<file path="src/rtl/bcd_scan_controller.sv">
// Time-multiplexed digit-scan controller for the multiplier's seven-segment display.
// Latency: outputs are registered and change on the same edge as the digit index; captured values reach the display at the next frame boundary.
// Backpressure: none. cargar is accepted every cycle, and a newer value overwrites any pending one.
//
// Ports:
//   clk, rst_n           system clock and synchronous active-low reset
//   habilitar            1 = scan running, 0 = display blanked (prescaler and index held)
//   cargar, codigo_BCD   capture strobe and packed BCD value (digit 0 = units)
//   digito, anodo_n      selected BCD digit and active-low anode enables
//   contador_actualizar  current digit index
//   fin_cuadro           one-cycle pulse after each frame wrap
//   error_bcd            sticky flag set when a captured nibble is > 9
// Optional feature: define BCD_SCAN_LZB_EN to blank leading zeros.
module bcd_scan_controller #(
  parameter int NUM_DIGITS  = 4,
  parameter int REFRESH_DIV = 100000,
  parameter int IDX_W       = 3
) (
  input  logic                    clk,
  input  logic                    rst_n,
  input  logic                    habilitar,
  input  logic                    cargar,
  input  logic [4*NUM_DIGITS-1:0] codigo_BCD,
  output logic [3:0]              digito,
  output logic [NUM_DIGITS-1:0]   anodo_n,
  output logic [IDX_W-1:0]        contador_actualizar,
  output logic                    fin_cuadro,
  output logic                    error_bcd
);

  localparam int PW = (REFRESH_DIV > 2) ? $clog2(REFRESH_DIV) : 1;
  localparam int DW = 4 * NUM_DIGITS;

  logic [PW-1:0]         presc_q, presc_d;
  logic [IDX_W-1:0]      idx_q, idx_d;
  logic [3:0]            digito_q, digito_d;
  logic [NUM_DIGITS-1:0] anodo_n_q, anodo_n_d;
  logic                  fin_cuadro_q, fin_cuadro_d;
  logic                  error_q, error_d;
  logic [DW-1:0]         shadow_q, shadow_d;
  logic [DW-1:0]         pending_q, pending_d;
  logic                  pend_q, pend_d;

  logic tick;
  logic boundary;
  logic bad_nibble;
  int   msd;

  always_comb begin
    tick     = habilitar && (presc_q == PW'(REFRESH_DIV - 1));
    boundary = tick && (idx_q == IDX_W'(NUM_DIGITS - 1));

    // Prescaler and index freeze (not clear) while scanning is disabled.
    presc_d = presc_q;
    idx_d   = idx_q;
    if (habilitar) begin
      if (tick) begin
        presc_d = '0;
        idx_d   = (idx_q == IDX_W'(NUM_DIGITS - 1)) ? '0 : idx_q + IDX_W'(1);
      end else begin
        presc_d = presc_q + PW'(1);
      end
    end

    fin_cuadro_d = boundary;

    bad_nibble = 1'b0;
    for (int k = 0; k < NUM_DIGITS; k++) begin
      if (codigo_BCD[4*k +: 4] > 4'd9) bad_nibble = 1'b1;
    end
    error_d = error_q || (cargar && bad_nibble);

    // Double buffer: the shadow only changes at a frame boundary. A load in
    // the boundary cycle itself bypasses the pending register.
    shadow_d  = shadow_q;
    pending_d = pending_q;
    pend_d    = pend_q;
    if (boundary) begin
      if (cargar) begin
        shadow_d = codigo_BCD;
        pend_d   = 1'b0;
      end else if (pend_q) begin
        shadow_d = pending_q;
        pend_d   = 1'b0;
      end
    end else if (cargar) begin
      pending_d = codigo_BCD;
      pend_d    = 1'b1;
    end

    // Highest nonzero digit of the value being displayed; digit 0 always counts.
    msd = 0;
    for (int k = 0; k < NUM_DIGITS; k++) begin
      if (shadow_d[4*k +: 4] != 4'd0) msd = k;
    end

    // Outputs are driven from next-state values so they move with the index.
    digito_d  = 4'd0;
    anodo_n_d = '1;
    for (int k = 0; k < NUM_DIGITS; k++) begin
      if (idx_d == IDX_W'(k)) begin
        digito_d = shadow_d[4*k +: 4];
`ifdef BCD_SCAN_LZB_EN
        anodo_n_d[k] = !(habilitar && (k <= msd));
`else
        anodo_n_d[k] = !habilitar;
`endif
      end
    end
  end

  always_ff @(posedge clk) begin
    if (!rst_n) begin
      presc_q      <= '0;
      idx_q        <= '0;
      digito_q     <= 4'd0;
      anodo_n_q    <= '1;
      fin_cuadro_q <= 1'b0;
      error_q      <= 1'b0;
      shadow_q     <= '0;
      pending_q    <= '0;
      pend_q       <= 1'b0;
    end else begin
      presc_q      <= presc_d;
      idx_q        <= idx_d;
      digito_q     <= digito_d;
      anodo_n_q    <= anodo_n_d;
      fin_cuadro_q <= fin_cuadro_d;
      error_q      <= error_d;
      shadow_q     <= shadow_d;
      pending_q    <= pending_d;
      pend_q       <= pend_d;
    end
  end

  assign digito              = digito_q;
  assign anodo_n             = anodo_n_q;
  assign contador_actualizar = idx_q;
  assign fin_cuadro          = fin_cuadro_q;
  assign error_bcd           = error_q;

endmodule

</file>
<file path="config.mk">
export PLATFORM = sky130hd
export DESIGN_NAME = bcd_scan_controller
export DESIGN_NICKNAME = d
export VERILOG_FILES = /design/src/rtl/bcd_scan_controller.sv
export SDC_FILE = /design/constraint.sdc
export NUM_CORES = 1
export LEC_CHECK = 0
export ABC_AREA = 1
export BUFFER_PORTS_ARGS = -buffer_cell sky130_fd_sc_hd__buf_2
export CAP_MARGIN = 5
export CORE_UTILIZATION = 61
export CTS_BUF_LIST = sky130_fd_sc_hd__clkbuf_4
export DETAILED_ROUTE_END_ITERATION = 16
export GPL_TIMING_DRIVEN = 0
export PLACE_DENSITY_LB_ADDON = 0.05
export SYNTH_ARGS = -nofsm -noshare
export SYNTH_HDL_FRONTEND = slang
export SYNTH_SLANG_ARGS = --single-unit
</file>
<file path="constraint.sdc">
create_clock -name clk -period 2.2 [get_ports clk]
set_input_delay 0.33 -clock clk [delete_from_list [all_inputs] [get_ports clk]]
set_output_delay 0.33 -clock clk [all_outputs]
set_load 0.01 [all_outputs]
</file>
==> results of run 1 <==
## metrics by stage
stage | setup WS, ns | utilization (%) | hold WS [ns] | total power, uW
floorplan | 0.514 | - | 0.456 | 1300
global placement | 0.0276 | 69.1 | 0.454 | 1350
detailed placement | 0.0143 | 69.1 | 0.463 | 1360
CTS | 0.188 | 72.4 | 0.185 | 2230
global route | 0.00790 | 72.5 | 0.206 | 2310
finish | 0.193 | 72.5 | 0.198 | 2230
## cell type report
cell class / instances / area [um^2] / share of cell area, %
flip-flops and latches: 63 / 1260 / 36.4
multi-input cells: 285 / 1500 / 43.3
clock buffers: 11 / 82.6 / 2.38
well taps: 67 / 83.8 / 2.42
plain buffers: 13 / 67.6 / 1.95
repair buffers: 30 / 150 / 4.33
inverters: 66 / 248 / 7.14
clock inverters: 5 / 72.6 / 2.09
## cell usage in the layout (no fill, tap or decap), drive strengths merged
cell type / count
nor2: 100
inv: 65
dfxtp: 63
nand2: 56
buf: 36
nand3: 31
o21ai: 26
a21oi: 23
clkbuf: 18
o22ai: 16
nand4: 11
nor3: 7
clkinv: 4
xor2: 3
o211a: 3
nor4: 3
a31oi: 2
bufinv: 2
ha: 2
a211oi: 1
o31ai: 1
## registers in the layout, indices dropped and copies added, names as in the netlist
name	count
shadow_q	16
digito	4
contador_actualizar	3
fin_cuadro	1
error_bcd	1
pend_q	1
presc_q	17
pending_q	16
anodo_n	4
## power groups by stage
stage / Clock [uW] / Sequential [uW] / Combinational [uW]
final: 892 / 1180 / 154
after global routing: 948 / 1190 / 173
after CTS: 898 / 1180 / 151
after detailed placement: 0 / 1210 / 150
after global placement: 0 / 1210 / 148
after floorplan: 0 / 1210 / 94.3
## cells by family (layout without fill, tap and decap cells)
group,count (synthesis),in the layout,share of synthesized area (%)
XOR/XNOR,3,3,0.855
buffers and inverters,79,125,10.3
adder cells (fa/ha/maj),2,2,0.814
flip-flops,63,63,41.0
AO/OA/AOI/OAI,72,72,13.7
AND/OR/NAND/NOR,208,208,33.3
## worst reg2reg max path, cell delays in order (launching register included)
cell and delay (ns):
dfxtp_1 0.42, ha_2 0.27, nand3_2 0.14, nor2_2 0.20
nand4_2 0.16, buf_2 0.22, nor2_1 0.18, a21oi_2 0.06
nor2_1 0.11, nor2_1 0.05, nand2_1 0.07, nand2_1 0.05
## worst paths after layout
check,startpoint,endpoint,slack [ns],cells past startpoint
setup / recovery,presc_q[0],digito[0],0.19,11
hold / removal,codigo_BCD[4],pending_q[4],0.20,3
setup reg to reg,presc_q[0],digito[0],0.19,11
hold reg to reg,error_bcd,error_bcd,0.49,2
## layer usage
layer	up-vias	part of all wire, %	global-route usage [%]
li1	1467	-	-
met1	1302	50	42.4
met2	110	42	43.7
met3	15	5.8	4.28
met4	0	2.0	13.7
met5	-	0	0
## what timing repair did
| item | CTS | global route |
|---|---|---|
| setup endpoints to repair | 1 | 10 |
| setup buffers | 0 | 0 |
| endpoints found under the hold margin | 0 | 0 |
| pin swaps | 0 | 0 |
| gates resized for setup | 1 | 1 |
==> summary.txt, run 1 <==
GRT
  • Largest net degree at the start of global routing: 11
  • Initial antenna violation count: 0
  • Congestion Overflow GR: 0
  • Vias in the first global route: 2527
  • GRT Util Overall: 29.6%
  • Global-route wire length before repair: 11800 um

Clock tree
  • TritonCTS clock tree: built
  • Clock tree buffer depth: 2
  • Clk slew on worst S/H paths: 0.10 ns
  • CTS Sinks: 63
  • H-tree depth: 3
  • Hold Buf Count CTS: 0
  • TritonCTS Buffers: 9
  • Clk_lat worst skew: 0.41 ns
  • Root Buffer: clkbuf_4

Finish
  • Area grow syn2layout: 12.8%
  • Nets: 490
  • # diodes: 0
  • Design area: 3470 um^2
  • Filler cells: 418
  • Layout cells sized above 1: 19.7%
  • Non-Filler Instances: 540

STA
  • Worst-Margin Slew: 0.523 ns
  • Final hold vios: 0
  • Setup TNS: 0 ns
  • Final Cycle Share: 91.3%
  • Fin crit period: 2.01 ns
  • Max-slew headroom: 65.1%
  • Max-slew violation count: 0
  • Worst clock skew: 0.0169 ns
  • Unrepaired setup endpoints after global routing: no
  • Setup Viol. Count Final: 0
  • Achievable clock frequency: 0.498 GHz

Route
  • 1st-pass router iterations: 5
  • WL final: 7000 um
  • Via count: 2894
  • Post-DR wirelength/cell: 13.0 um
  • Remaining DRCs: 0
  • Via/cell ratio: 5.36
  • Detailed router's first-iteration violation count: 257
  • Routed Antenna Nets: 0

Placed design
  • RePlAce Congestion: 0.872
  • # port buffers: 30
  • HPWL Detailed: 5080 um
  • Inst Count DP: 524
  • Placed cell areas: 3310 um^2

Power
  • Static leakage: 0.00146 uW
  • Switch share: 23.7%
  • Clock power share: 40.0%
  • Maximum vdd drop: 566 uV
  • Combinational Power Share: 6.9%
  • Pwr dens: 642 nW/um^2
  • Internal Pwr Total: 1700 uW
  • Total net switching power: 528 uW
  • Sequential Power Share: 53.1%

Floorplan
  • Die area: 5330 um^2
  • Row cnt: 25
  • Floorplan core area: 4790 um^2
  • Die Ht: 73.0 um
  • Die span in x: 73.0 um
  • # IOs: 33
  • Starting Density: 64.2%

Synthesis
  • #FFs+latches synth: 63
  • Synth Flop Type: dfxtp_1
  • Synth cell types: 35
  • Synthesized instance count: 427
  • Warnings from Yosys: 0
  • Mapped cell area: 3070 um^2
  • Sequential element share of the synthesized area: 41.0%
  • Avg Inst Size Synth: 7.20 um^2
  • Count leader, synth: nor2_1
  • Top post-synthesis cells by count: nor2_1, dfxtp_1, inv_1
  • Syn nets: 449
  • Synth area leader: dfxtp_1
  • Post-synth EDFFs: 0
  • Post-synth top area share: 41.0%
  • Synth area leaders: dfxtp_1, nor2_1, inv_1
  • Asr flop ratio synth: 0%

Critical path
  • Crit path required time: 2.51 ns
  • Critical path class: register to register
  • Most frequent CP cell: nor2_1
  • CP Max Fanout: 10
  • CP cell instances: ha_2 > nand3_2 > nor2_2 > nand4_2 > buf_2 > nor2_1 > a21oi_2 > nor2_1 > nor2_1 > nand2_1 > nand2_1
  • Crit path largest cell delay: 0.42 ns
  • Setup crit start kind: register
  • Bufs and invs on worst path: 1
  • Crit-path slowest cell: dfxtp_1
  • CP delay by family, top: simple AND/OR/NAND/NOR gates
  • Worst EP arrival: 2.32 ns
  • Worst setup EP type: register

Worst hold path
  • Worst hold path class: input port to register

Run status
  • Status: finished, final reports clean

Job
  • Max-cap viol count: 0
No activity file was read; power rests on OpenSTA's default activity.
==> run 2, diff against run 1 <==
--- a/config.mk
+++ b/config.mk
@@ -7,12 +7,13 @@
 export LEC_CHECK = 0
 export ABC_AREA = 1
 export BUFFER_PORTS_ARGS = -buffer_cell sky130_fd_sc_hd__buf_2
-export CAP_MARGIN = 5
+export CAP_MARGIN = 20
 export CORE_UTILIZATION = 61
 export CTS_BUF_LIST = sky130_fd_sc_hd__clkbuf_4
 export DETAILED_ROUTE_END_ITERATION = 16
 export GPL_TIMING_DRIVEN = 0
 export PLACE_DENSITY_LB_ADDON = 0.05
+export SETUP_SLACK_MARGIN = 0.5
 export SYNTH_ARGS = -nofsm -noshare
 export SYNTH_HDL_FRONTEND = slang
 export SYNTH_SLANG_ARGS = --single-unit
==> summary.txt, run 2 (same netlist as run 1, synthesis figures left out) <==
Floorplan
  • Starting Density: 64.2%
  • Die area: 5330 um^2
  • Row cnt: 25
  • # IOs: 33
  • Floorplan core area: 4790 um^2
  • Die span in x: 73.0 um
  • Die Ht: 73.0 um

GRT
  • Vias in the first global route: 2658
  • Initial antenna violation count: 0
  • Global-route wire length before repair: 12300 um
  • Congestion Overflow GR: 0
  • GRT Util Overall: 30.9%
  • Largest net degree at the start of global routing: 11

Finish
  • Area grow syn2layout: 26.8%
  • Commonest non-fill, non-tap cell in the layout: nor2_1
  • Reg area: 1290 um^2
  • Max FFs per register: 17
  • Non-Filler Instances: 558
  • Top Registers: presc_q x17, pending_q x16, shadow_q x16
  • Filler cells: 325
  • # diodes: 0
  • Nets: 508
  • Layout cells sized above 1: 33.0%
  • Register bank with the most flops: presc_q
  • Multi-input gate area: 1730 um^2
  • Commonest non-fill, non-tap cells in the layout: nor2_1, inv_1, dfxtp_1

Power
  • Sequential Power Share: 52.3%
  • Maximum vdd drop: 605 uV
  • Combinational Power Share: 7.8%
  • Switch share: 24.4%
  • Total Power: 2260 uW
  • Static leakage: 0.00165 uW
  • Internal Pwr Total: 1710 uW
  • Total net switching power: 552 uW
  • Pwr dens: 580 nW/um^2
  • Clock power share: 39.9%

Critical path
  • Crit path required time: 2.56 ns
  • Setup crit start kind: register
  • CP Max Fanout: 10
  • Worst setup EP type: register
  • FF-to-FF path depth: 12
  • Worst EP arrival: 2.14 ns
  • Critical path class: register to register

Run status
  • Status: finished, final reports clean

Clock tree
  • Clk slew on worst S/H paths: 0.10 ns
  • Hold Buf Count CTS: 0
  • TritonCTS clock tree: built
  • TritonCTS Buffers: 9
  • Clk_lat worst skew: 0.42 ns
  • Root Buffer: clkbuf_4
  • CTS Sinks: 63
  • Clock tree buffer depth: 2
  • H-tree depth: 3

Placed design
  • # port buffers: 30
  • Dpl ws: 0.0143 ns
  • RePlAce Congestion: 0.872
  • Inst Count DP: 524
  • HPWL Detailed: 5080 um

Route
  • WL final: 8150 um
  • Via/cell ratio: 5.59
  • 1st-pass router iterations: 6
  • Post-DR wirelength/cell: 14.6 um
  • Detailed router's first-iteration violation count: 327
  • Via count: 3118
  • Routed Antenna Nets: 0
  • Remaining DRCs: 0

STA
  • Max-slew violation count: 0
  • Setup ws final: 0.423 ns
  • Unrepaired setup endpoints after global routing: yes
  • Worst-Margin Slew: 0.536 ns
  • Final Cycle Share: 80.8%
  • Hold WS: 0.181 ns
  • Worst clock skew: 0.0164 ns
  • Fin crit period: 1.78 ns
  • Setup TNS: 0 ns
  • Final hold vios: 0
  • Achievable clock frequency: 0.563 GHz
  • Max-slew headroom: 64.3%
  • Setup Viol. Count Final: 0

Job
  • Max-cap viol count: 0

Worst hold path
  • Worst hold path class: input port to register
  • Hold Crit Depth: 3
-- run 2: changes by cell type in the layout (fill, tap and decap cells not counted), moves of 4 or more --
cell	previous run	this run
inv_1	57	53
nand2_4	1	6
nor2_1	88	77
nand2_1	48	42
dfxtp_2	0	14
a21oi_2	5	9
nor2_4	5	11
dfxtp_1	63	47
buf_4	2	19
nor2_2	6	11
a21oi_1	18	12
-- run 2: per-stage QoR --
| stage | utilization, % | cell area (um^2) |
|---|---|---|
| 6_report | 81.5 | 3900 |
| 3_5_place_dp | 69.1 | 3310 |
| 3_3_place_gp | 69.1 | 3310 |
| 4_1_cts | 77.6 | 3710 |
| 5_1_grt | 81.5 | 3900 |
| 2_1_floorplan | - | 3070 |
-- run 2: power groups by stage --
stage	logic (uW)	registers (uW)	clock network [uW]
floorplan	94.3	1210	0
global placement	148	1210	0
detailed placement	150	1210	0
CTS	163	1180	898
global route	193	1180	947
finish	177	1180	903
-- run 2: worst paths after layout --
check	end	start	slack (ns)
worst min register to register	error_bcd	error_bcd	0.49
worst min-delay path	pending_q[4]	codigo_BCD[4]	0.18
worst max register to register	digito[0]	presc_q[1]	0.42
worst max-delay path	digito[0]	presc_q[1]	0.42
-- run 2: timing repair --
action	in CTS	in global routing
hold endpoints to repair	0	0
setup endpoints to repair	48	35
gates resized for setup	51	42
buffers inserted	9	9
pin swaps	4	15
-- run 2: worst max-delay path, cell delays in order, from the launching register on --
cell	delay, ns
dfxtp_2	0.37
ha_4	0.18
nand3_4	0.11
clkinv_2	0.08
nand3_4	0.08
nor2_8	0.18
nand3_4	0.12
buf_12	0.17
a21oi_2	0.15
nand2_1	0.07
nand3_1	0.10
nand2_1	0.07
nand2_1	0.06
-- run 2: routing by layer --
| layer | up-vias | part of all wire [%] | GRT usage [%] |
|---|---|---|---|
| met2 | 145 | 47 | 47.8 |
| met5 | - | 0 | 0 |
| met1 | 1441 | 43 | 43.0 |
| met4 | 0 | 1.9 | 12.9 |
| met3 | 22 | 7.9 | 4.42 |
| li1 | 1510 | - | - |
-- run 2: area by class of cell --
cell class | instances | share of cell area, %
clock inverters | 5 | 1.86
well taps | 67 | 2.15
clock buffers | 11 | 2.12
plain buffers | 13 | 2.47
repair buffers | 48 | 7.41
multi-input cells | 285 | 44.5
inverters | 66 | 6.51
flip-flops and latches | 63 | 33.0
==> run 3, diff against run 2 <==
--- a/config.mk
+++ b/config.mk
@@ -8,7 +8,7 @@
 export ABC_AREA = 1
 export BUFFER_PORTS_ARGS = -buffer_cell sky130_fd_sc_hd__buf_2
 export CAP_MARGIN = 20
-export CORE_UTILIZATION = 61
+export CORE_UTILIZATION = 55
 export CTS_BUF_LIST = sky130_fd_sc_hd__clkbuf_4
 export DETAILED_ROUTE_END_ITERATION = 16
 export GPL_TIMING_DRIVEN = 0
==> constraint.sdc (replaced) <==
create_clock -name clk -period 1.6 [get_ports clk]
set_input_delay 0.24 -clock clk [delete_from_list [all_inputs] [get_ports clk]]
set_output_delay 0.24 -clock clk [all_outputs]
set_load 0.01 [all_outputs]
==> summary.txt, run 3 (same netlist as run 1, synthesis figures left out) <==
Run status
  • Status: finished with violations
  • Failing checks: negative setup slack

Route
  • Routed Antenna Nets: 0
  • Detailed router's first-iteration violation count: 459
  • Post-DR wirelength/cell: 19.5 um
  • Via/cell ratio: 6.18
  • WL final: 11600 um
  • Remaining DRCs: 0
  • 1st-pass router iterations: 5
  • Via count: 3656

Finish
  • Area grow syn2layout: 53.2%
  • Register bank with the most flops: presc_q
  • Top Registers: presc_q x17, pending_q x16, shadow_q x16
  • Nets: 538
  • Commonest non-fill, non-tap cell in the layout: nor2_1
  • Max FFs per register: 17
  • Non-Filler Instances: 592
  • Final core area utilization: 89.9%
  • Design area: 4710 um^2
  • Commonest non-fill, non-tap cells in the layout: nor2_1, inv_1, dfxtp_1
  • Layout cells sized above 1: 50.1%

Placed design
  • # port buffers: 30
  • HPWL Detailed: 5380 um
  • Dpl ws: -0.469 ns
  • Inst Count DP: 527
  • Placed cell areas: 3470 um^2
  • RePlAce Congestion: 0.852

Worst hold path
  • Hold Crit Depth: 3
  • Hold Path End: pending_q[0]
  • Worst hold path class: input port to register
  • Hold Crit Start: codigo_BCD[0]

Critical path
  • Most frequent CP cell: nand3_4
  • Crit path largest cell delay: 0.37 ns
  • Critical path class: register to register
  • Crit path required time: 1.96 ns
  • Worst EP arrival: 2.22 ns
  • Worst setup EP type: register
  • R2R setup slack: -0.26 ns
  • CP delay by family, top: simple AND/OR/NAND/NOR gates
  • CP cell instances: ha_4 > nand3_4 > clkinv_4 > nand3_4 > nor2_8 > nand3_4 > buf_16 > a21oi_4 > nand3_1 > nand2_1 > nor2_1 > nor2_2
  • CP Max Fanout: 5
  • Bufs and invs on worst path: 2
  • FF-to-FF End: digito[3]
  • Reg2reg start: presc_q[1]
  • Crit-path slowest cell: dfxtp_4
  • WP depth: 12
  • FF-to-FF path depth: 12
  • Setup crit start kind: register

Clock tree
  • Root Buffer: clkbuf_4
  • CTS Sinks: 63
  • H-tree depth: 3
  • Clk slew on worst S/H paths: 0.12 ns
  • Clock tree buffer depth: 2
  • Clk_lat worst skew: 0.44 ns
  • TritonCTS clock tree: built
  • TritonCTS Buffers: 9

Floorplan
  • Die Ht: 76.8 um
  • Row cnt: 26
  • Starting Density: 58.7%
  • # IOs: 33
  • Floorplan core area: 5240 um^2
  • Die area: 5890 um^2
  • Die span in x: 76.8 um

Power
  • Pwr dens: 625 nW/um^2
  • Static leakage: 0.00194 uW
  • Maximum vdd drop: 585 uV

STA
  • Fin crit period: 1.86 ns
  • Final hold vios: 0
  • Max-slew violation count: 0
  • Achievable clock frequency: 0.538 GHz
  • Final Cycle Share: 116%
  • Unrepaired setup endpoints after global routing: yes
  • Hold WS: 0.0603 ns
  • Max-slew headroom: 58.4%
  • Worst clock skew: 0.0245 ns
  • Worst-Margin Slew: 0.624 ns
  • Setup Viol. Count Final: 45
  • Setup ws final: -0.260 ns

GRT
  • Vias in the first global route: 3072
  • Congestion Overflow GR: 0
  • GRT Util Overall: 31.9%
  • Global-route wire length before repair: 14700 um
  • Initial antenna violation count: 1
  • Largest net degree at the start of global routing: 11

Job
  • Max-cap viol count: 0
==> run 3: changes by cell type in the layout (fill, tap and decap cells not counted), sizes merged <==
| cell | previous run | this run |
|---|---|---|
| diode | 0 | 1 |
| clkinvlp | 0 | 1 |
| bufinv | 2 | 0 |
| buf | 55 | 84 |
| clkinv | 4 | 6 |
==> run 3: per-stage QoR <==
stage | setup TNS (ns) | total power, uW
3_5_place_dp | -5.09 | 1870
4_1_cts | -0.633 | 2770
5_1_grt | -5.88 | 3010
3_3_place_gp | -4.42 | 1870
6_report | -3.21 | 2940
2_1_floorplan | 0 | 1790
==> run 3: timing repair <==
item | CTS | global route
setup buffers | 28 | 17
endpoints found under the setup margin | 66 | 75
gates cloned | 1 | 2
pin swaps | 23 | 42
hold buffers | 0 | 0
resized for setup | 94 | 112
==> run 3: how the worst max path moves through the flow <==
stage | from | end | slack, ns
after floorplan | presc_q[0] | digito[3] | 0.07
after global placement | presc_q[0] | presc_q[14] | -0.43
after detailed placement | presc_q[0] | presc_q[0] | -0.47
after CTS | presc_q[0] | digito[3] | -0.12
after global routing | presc_q[1] | digito[3] | -0.33
final | presc_q[1] | digito[3] | -0.26
==> run 3: report_power, final <==
group / total [uW] / internal [uW] / switching (uW)
Sequential: 1630 / 1600 / 33.8
Clock: 945 / 314 / 631
Combinational: 365 / 151 / 214
Total: 2940 / 2060 / 879
==> run 3: tightest hold or removal path, delay by kind of cell <==
kind	cells	cell delay, ns
AOI/OAI and AO/OA	1	0.05
buffers and inverters	1	0.10
and+or+nand+nor	1	0.08
==> run 3: layout make-up <==
cell class                 count  area, um^2
clock inverter                 6        27.5
buffer                        13         110
fill                         208         529
clock buffer                  10        75.1
tap                           70        87.6
multi-input combinational    285        2150
sequential                    63        1310
timing repair buffer          78         671
inverter                      66         280
antenna                        1        2.50
==> run 3: per-layer routing <==
metal	track usage, %	vias to the layer above	routed length (um)
met4	13.8	0	687
met2	48.7	289	5300
met1	42.2	1718	4520
met3	8.21	88	1050
met5	0	-	0
li1	-	1561	-
